--- config.mk ---
export PLATFORM = sky130hd
export DESIGN_NAME = ram_copy_master_flat
export DESIGN_NICKNAME = d
export VERILOG_FILES = /design/src/rtl/ram_copy_master_if.sv /design/src/rtl/ram_copy_master.sv /design/src/flat_wrapper.sv
export SDC_FILE = /design/constraint.sdc
export NUM_CORES = 1
export LEC_CHECK = 0
export ABC_AREA = 1
export CAP_MARGIN = 5
export CORE_MARGIN = 2
export CORE_UTILIZATION = 55
export DETAILED_ROUTE_END_ITERATION = 8
export GPL_ROUTABILITY_DRIVEN = 0
export GPL_TIMING_DRIVEN = 1
export PLACE_DENSITY = 0.87
export SLEW_MARGIN = 20
export SYNTH_ARGS = -nofsm -noshare
export SYNTH_HDL_FRONTEND = slang
export SYNTH_SLANG_ARGS = --single-unit
--- constraint.sdc ---
create_clock -name clk -period 3 [get_ports clk]
set_input_delay 0.9 -clock clk [delete_from_list [all_inputs] [get_ports clk]]
set_output_delay 0.9 -clock clk [all_outputs]
set_load 0.02 [all_outputs]
--- src/rtl/ram_copy_master_if.sv ---
// rtl/ram_copy_master_if.sv - valid/ready memory bus between the copy master and a RAM slave
interface ram_copy_master_if;
  logic [31:0] addr_o;
  logic [31:0] data_o;
  logic [3:0]  sel_o;
  logic        we_o;
  logic        req_valid_o;
  logic        rsp_ready_o;
  logic [31:0] data_i;
  logic        req_ready_i;
  logic        rsp_valid_i;

  modport master (
    output addr_o, data_o, sel_o, we_o, req_valid_o, rsp_ready_o,
    input  data_i, req_ready_i, rsp_valid_i
  );

  modport slave (
    input  addr_o, data_o, sel_o, we_o, req_valid_o, rsp_ready_o,
    output data_i, req_ready_i, rsp_valid_i
  );
endinterface

--- src/rtl/ram_copy_master.sv ---
// rtl/ram_copy_master.sv - word-by-word read-then-write block copy initiator, one transaction outstanding
module ram_copy_master #(
  parameter int LEN_W = 16
) (
  input  logic             clk,
  input  logic             rst_n,
  input  logic             start_i,
  input  logic [31:0]      src_addr_i,
  input  logic [31:0]      dst_addr_i,
  input  logic [LEN_W-1:0] len_i,
  output logic             busy_o,
  output logic             done_o,
  ram_copy_master_if.master bus
);

  typedef enum logic [2:0] {
    IDLE   = 3'd0,
    RD_REQ = 3'd1,
    RD_RSP = 3'd2,
    WR_REQ = 3'd3,
    WR_RSP = 3'd4,
    DONE   = 3'd5
  } state_t;

  state_t           state_q, state_d;
  logic [31:0]      src_q;
  logic [31:0]      dst_q;
  logic [LEN_W-1:0] rem_q;
  logic [31:0]      buf_q;

  always_ff @(posedge clk or negedge rst_n) begin
    if (!rst_n) begin
      state_q <= IDLE;
      src_q   <= '0;
      dst_q   <= '0;
      rem_q   <= '0;
      buf_q   <= '0;
    end else begin
      state_q <= state_d;
      case (state_q)
        IDLE: begin
          if (start_i && (len_i != '0)) begin
            src_q <= src_addr_i & 32'hFFFF_FFFC;
            dst_q <= dst_addr_i & 32'hFFFF_FFFC;
            rem_q <= len_i;
          end
        end
        RD_RSP: begin
          if (bus.rsp_valid_i) buf_q <= bus.data_i;
        end
        WR_RSP: begin
          // addresses wrap naturally modulo 2^32
          if (bus.rsp_valid_i) begin
            src_q <= src_q + 32'd4;
            dst_q <= dst_q + 32'd4;
            rem_q <= rem_q - LEN_W'(1);
          end
        end
        default: ;
      endcase
    end
  end

  // Outputs decode from registered state only, so the request fields stay frozen through any stall.
  always_comb begin
    state_d         = state_q;
    busy_o          = 1'b0;
    done_o          = 1'b0;
    bus.addr_o      = '0;
    bus.data_o      = '0;
    bus.sel_o       = '0;
    bus.we_o        = 1'b0;
    bus.req_valid_o = 1'b0;
    bus.rsp_ready_o = 1'b0;
    case (state_q)
      IDLE: begin
        if (start_i) state_d = (len_i != '0) ? RD_REQ : DONE;
      end
      RD_REQ: begin
        busy_o          = 1'b1;
        bus.req_valid_o = 1'b1;
        bus.addr_o      = src_q;
        if (bus.req_ready_i) state_d = RD_RSP;
      end
      RD_RSP: begin
        busy_o          = 1'b1;
        bus.rsp_ready_o = 1'b1;
        bus.addr_o      = src_q;
        if (bus.rsp_valid_i) state_d = WR_REQ;
      end
      WR_REQ: begin
        busy_o          = 1'b1;
        bus.req_valid_o = 1'b1;
        bus.we_o        = 1'b1;
        bus.sel_o       = 4'hF;
        bus.addr_o      = dst_q;
        bus.data_o      = buf_q;
        if (bus.req_ready_i) state_d = WR_RSP;
      end
      WR_RSP: begin
        busy_o          = 1'b1;
        bus.rsp_ready_o = 1'b1;
        bus.we_o        = 1'b1;
        bus.sel_o       = 4'hF;
        bus.addr_o      = dst_q;
        bus.data_o      = buf_q;
        if (bus.rsp_valid_i) state_d = (rem_q == LEN_W'(1)) ? DONE : RD_REQ;
      end
      DONE: begin
        done_o  = 1'b1;
        state_d = IDLE;
      end
      default: state_d = IDLE;
    endcase
  end

endmodule
--- src/flat_wrapper.sv ---
// flat-port wrapper written by rule: the top's interface ports become plain ports
module ram_copy_master_flat 
#(
  parameter int LEN_W = 16
)
  (clk, rst_n, start_i, src_addr_i, dst_addr_i, len_i, busy_o, done_o, bus_addr_o, bus_data_o, bus_sel_o, bus_we_o, bus_req_valid_o, bus_rsp_ready_o, bus_data_i, bus_req_ready_i, bus_rsp_valid_i);
  ram_copy_master_if bus_i ();
  input  logic clk;
  input  logic rst_n;
  input  logic start_i;
  input  logic [31:0] src_addr_i;
  input  logic [31:0] dst_addr_i;
  input  logic [LEN_W-1:0] len_i;
  output logic busy_o;
  output logic done_o;
  output wire logic [$bits(bus_i.addr_o)-1:0] bus_addr_o;
  output wire logic [$bits(bus_i.data_o)-1:0] bus_data_o;
  output wire logic [$bits(bus_i.sel_o)-1:0] bus_sel_o;
  output wire logic [$bits(bus_i.we_o)-1:0] bus_we_o;
  output wire logic [$bits(bus_i.req_valid_o)-1:0] bus_req_valid_o;
  output wire logic [$bits(bus_i.rsp_ready_o)-1:0] bus_rsp_ready_o;
  input wire logic [$bits(bus_i.data_i)-1:0] bus_data_i;
  input wire logic [$bits(bus_i.req_ready_i)-1:0] bus_req_ready_i;
  input wire logic [$bits(bus_i.rsp_valid_i)-1:0] bus_rsp_valid_i;
  assign bus_addr_o = bus_i.addr_o;
  assign bus_data_o = bus_i.data_o;
  assign bus_sel_o = bus_i.sel_o;
  assign bus_we_o = bus_i.we_o;
  assign bus_req_valid_o = bus_i.req_valid_o;
  assign bus_rsp_ready_o = bus_i.rsp_ready_o;
  assign bus_i.data_i = bus_data_i;
  assign bus_i.req_ready_i = bus_req_ready_i;
  assign bus_i.rsp_valid_i = bus_rsp_valid_i;
  ram_copy_master #(.LEN_W(LEN_W)) u_core (.clk(clk), .rst_n(rst_n), .start_i(start_i), .src_addr_i(src_addr_i), .dst_addr_i(dst_addr_i), .len_i(len_i), .busy_o(busy_o), .done_o(done_o), .bus(bus_i));
endmodule
; ---- After elaboration in Yosys (flattened, before gate mapping)
; Index checks and enable logic that the tools add are counted.
; Widths: inputs -> output; s select.
[op_classes]
addsub = 3
eq_ne = 12
mux = 25
n_reduce_logical = 12
[op_table]
columns = cell, count
row1 = $pmux 32 s2, 3
row2 = $mux 32, 5
row3 = $add 32x3->32 const B, 2
row4 = $mux 16, 2
row5 = $pmux 16 s2, 1
row6 = $mux 3, 7
row7 = $eq 16x1->1 const B, 1
row8 = $reduce_bool 16->1, 1
row9 = $sub 16x1->16 const B, 1
row10 = $pmux 3 s5, 1
row11 = $ne 2x2->1 const B, 5
row12 = $reduce_or 2->1, 4
row13 = $eq 3x2->1 const B, 2
row14 = $eq 3x3->1 const B, 2
row15 = $mux 1, 5
row16 = $reduce_and 5->1, 1
row17 = $mux 4, 1
row18 = $reduce_or 4->1, 1
row19 = $eq 3x1->1 const B, 1
row20 = $logic_not 3->1, 1
row21 = $reduce_and 3->1, 1
row22 = $ne 2x1->1 const B, 1
row23 = $reduce_and 2->1, 1
row24 = $reduce_bool 2->1, 1
row25 = $logic_and 1x1->1, 1
[totals]
register_bits = 115
output_inout_bits = 73
wordCells = 57

; ---- Logic depth before layout (Yosys ltp)
[logic_depth]
word_depth = 4
ltp_mapped = 11
mapped_depth_nobuf = 10

; ---- Least setup slack after synthesis
; No wires, ideal clock.
[synth_path]
path_type = reg2out
from = register u_core.state_q[0]
to = output port bus_addr_o[12]
t_arrival_ns = 1.854
required_time_ns = 2.100
setup_slack_ns = 0.246
stages_incl_launch_ff = 8
n_path_buf = 1
cell_sequence = dfrtp_1 -> inv_1 -> nor2_1 -> nand2_1 -> nand2_1 -> inv_2 -> buf_2 -> o22ai_1
[synth_between]
elab_chain_cells = 3
word_cells_on_any_way = 7
[synth_rtl]
columns = element, line
row1 = "start, declared", ram_copy_master.sv:25  ; state_t state_q, state_d;
row2 = "start signal, assigned", ram_copy_master.sv:39  ; state_q <= state_d;
row3 = "$eq 3x2->1, or another cell as far along", ram_copy_master.sv:75  ; case (state_q)
row4 = $reduce_or 2->1 (no source line), -
row5 = $pmux 32 s2 (*), ram_copy_master.sv:75
row6 = "end, declared", flat_wrapper.sv:16  ; output wire logic [$bits(bus_i.addr_o)-1:0] bus_addr_o;
; Every way passes the cells marked *; elsewhere a longest branch is shown, timed or not.

; ---- Worst setup path in the final report
[layout_path]
from = register u_core.state_q[0]
to = output port bus_sel_o[0]
[layout_between]
elab_chain_cells = 3
word_cells_on_any_way = 4
[layout_rtl]
columns = element, line
row1 = $eq 3x2->1 or $eq 3x3->1 (tied branches), ram_copy_master.sv:75
row2 = $reduce_or 2->1 (no source line) (*), -
row3 = $mux 4 (*), ram_copy_master.sv:75
row4 = "end, declared", flat_wrapper.sv:18  ; output wire logic [$bits(bus_i.sel_o)-1:0] bus_sel_o;
; Marked as above.

==> metrics.txt <==
crit-path max FO=5; IO buf count=around 180; TritonCTS Buffers=9; Top FF cell, synth=dfrtp_1; drt wl/cell=about 15 um; hpwl dp=around 18000 um; Worst setup EP type=output port; Post-CTS Setup Bufs=0; min Tclk post-route=2910 ps; via count=8957; Mean Syn Cell Area=6.04 um2; pwr dens=about 1000 mW/mm2; Remaining DRCs=0; Reg2Reg Launch Point=u_core.dst_q[2]; layout cells sized above 1=approximately 7.2%; status=complete, no violations; gr usage total=approximately 33%; Synth area leaders=dfrtp_1 35%, nand2_1 23%, nor2_1 11%; final setup margin=91.5 ps; Die W=123 um; total die area=roughly 0.015 mm2; Pre-antenna DRT Iters=6; setup TNS=0 ps; num ports=190; number of cell rows=between 40 and 50; Post-Synthesis Cells=1300; H-tree depth=3; drt total wl=between 20000 and 25000 um; leakage power=around 4.9 nW; Reg2Reg Setup Slack=between 800 and 900 ps; Post-Layout Cell Count=around 1600; pre-CTS setup slack=between 30 and 40 ps; placed instance area=0.00981 mm2; slowest cell on the critical path=clkdlybuf4s50_1; final cell area excluding filler cells=~0.01 mm2; via/cell ratio=approximately 5.4; hold_buf cts=0; CTS Sinks=between 100 and 150; vias in the first global route=~8000; core footprint=0.0139 mm2; Worst EP required=2100 ps; Reg clk slew, reported paths=around 90 ps; clk root buf=clkbuf_16; Max Root-Sink Buffers=2; dpl cells=approximately 1600; Synth top cells by count=471 x nand2_1, 221 x nor2_1, 129 x inv_1; Max Cap Viol=0; r2r worst-path depth=10; Hold WC Path Type=input port to asynchronous set/reset pin; Yosys cell types=26; startpoint types=flip-flop; initial core utilization=56.3%; RSZ-0062 raised after global routing=yes; initial DRC count=between 900 and 1000; fin crit share=between 90% and 100%; register area share after synthesis=between 30% and 40%; Setup Skew=between 8 and 9 ps; top-count cell post-synth=nand2_1; crit-path cells=inv_1 > nor2_2 > nand2_1 > nand2_1 > buf_4 > clkdlybuf4s50_1; Syn Std Cell Area=roughly 0.0078 mm2; # nets final=between 1500 and 2000; Area Growth Syn to Fin=26.9%; yosys warns=0; post-synth top area cell=dfrtp_1; FMAX=around 340 MHz; Clock Latency Late Sink=between 300 and 400 ps; final hold vios=0; r2r endpoint=u_core.dst_q[10]; WP data arrival=2010 ps; Max IR drop VDD=0.694 mV; top cell type's share of synthesized area=35.4%; crit-path max cell delay=600 ps; CTS tree=done; EDFF count, synth=0; register bit total from synthesis=between 100 and 150; largest net degree at the start of global routing=approximately 70; Final setup viols=0; Slew Limit Fails=0; Die Span Y=123 um; GRT Residual Overflow=0; ANT cells=0; global-route wire length before repair=approximately 39000 um; CP dominant cell by count=nand2_1; antenna violations before repair=0; asr flop ratio synth=100%; Final ANT Viol Nets=0; kind of critical path=flip-flop to output port
## cell type report
type                    instances  area (um2)
well taps                     180         225
repair buffers                202        1830
fillers                      1205        3980
flip-flops and latches        111        2780
multi-input cells            1002        4300
clock inverters                 7        96.3
clock buffers                   9         225
inverters                     133         504
## state kept, by name, summed over array words and instances, names as in the netlist
signal,cells
u_core.src_q,30
u_core.rem_q,16
u_core.buf_q,32
u_core.dst_q,30
u_core.state_q,3
## through the flow
step	hold slack (ps)	util (%)	power [mW]
final	427	71.5	9.70
after global routing	434	71.5	10.4
after CTS	427	72.2	9.68
after detailed placement	499	70.4	8.73
after global placement	491	70.4	8.58
after floorplan	465	-	6.43
## placed cells by master (no fill, tap or decap), types with 3 or more instances in the layout
master | Yosys | final
nand2_1 | 471 | 471
nor2_1 | 221 | 220
inv_1 | 129 | 129
nand3_1 | 127 | 126
clkdlybuf4s50_1 | 0 | 115
dfrtp_1 | 111 | 111
a21oi_1 | 59 | 59
o21ai_0 | 49 | 48
clkbuf_2 | 0 | 36
o22ai_1 | 30 | 27
or2_2 | 15 | 15
buf_4 | 7 | 15
clkdlybuf4s15_1 | 0 | 13
dlygate4sd2_1 | 0 | 12
clkbuf_16 | 0 | 9
nand4_1 | 6 | 6
nor2_2 | 4 | 5
o21ai_1 | 4 | 5
buf_12 | 0 | 5
ha_1 | 4 | 4
clkinv_8 | 0 | 4
o22ai_2 | 0 | 3
buf_2 | 26 | 3
dlymetal6s2s_1 | 0 | 3
## metal layers
layer	wire (um)	vias to the layer above	track usage [%]
met5	0	-	0
met3	2830	58	9.27
li1	-	4393	-
met1	9910	3994	43.5
met4	842	0	12.4
met2	11000	512	52.2
## report_power, final
group          internal (mW)  switching, mW  total, mW
sequential              2.21          0.689       2.90
combinational           1.86           3.66       5.52
clock                  0.609          0.671       1.28
total                   4.68           5.02       9.70
## critical path: cells and delay by family, from the launching register on
kind | cells | cell delay [ps]
buffers and inverters | 3 | 860
DFF | 1 | 400
and+or+nand+nor | 3 | 380
## worst max-delay path by stage
stage                     depth (start not counted)         startpoint              to
after global routing                              8  u_core.state_q[0]   bus_data_o[6]
after detailed placement                          8  u_core.state_q[0]  bus_addr_o[18]
after global placement                            8  u_core.state_q[0]  bus_addr_o[18]
final                                             6  u_core.state_q[0]    bus_sel_o[0]
after floorplan                                   7  u_core.state_q[0]  bus_addr_o[12]
after CTS                                         8  u_core.state_q[0]  bus_addr_o[30]
## what timing repair did
item,CTS,global route
resized for setup,72,97
gates cloned,0,0
endpoints found under the setup margin,64,67
pin swaps,0,0
## cells by family after synthesis
family | count (synthesis) | synth area share (%)
compound gates | 144 | 9.73
flops | 111 | 35.4
fa+ha+maj | 4 | 0.638
simple gates | 852 | 44.0
buf+inv | 188 | 10.2
other cells | 1 | 0.0478
Power figures use the tool's default switching activity.
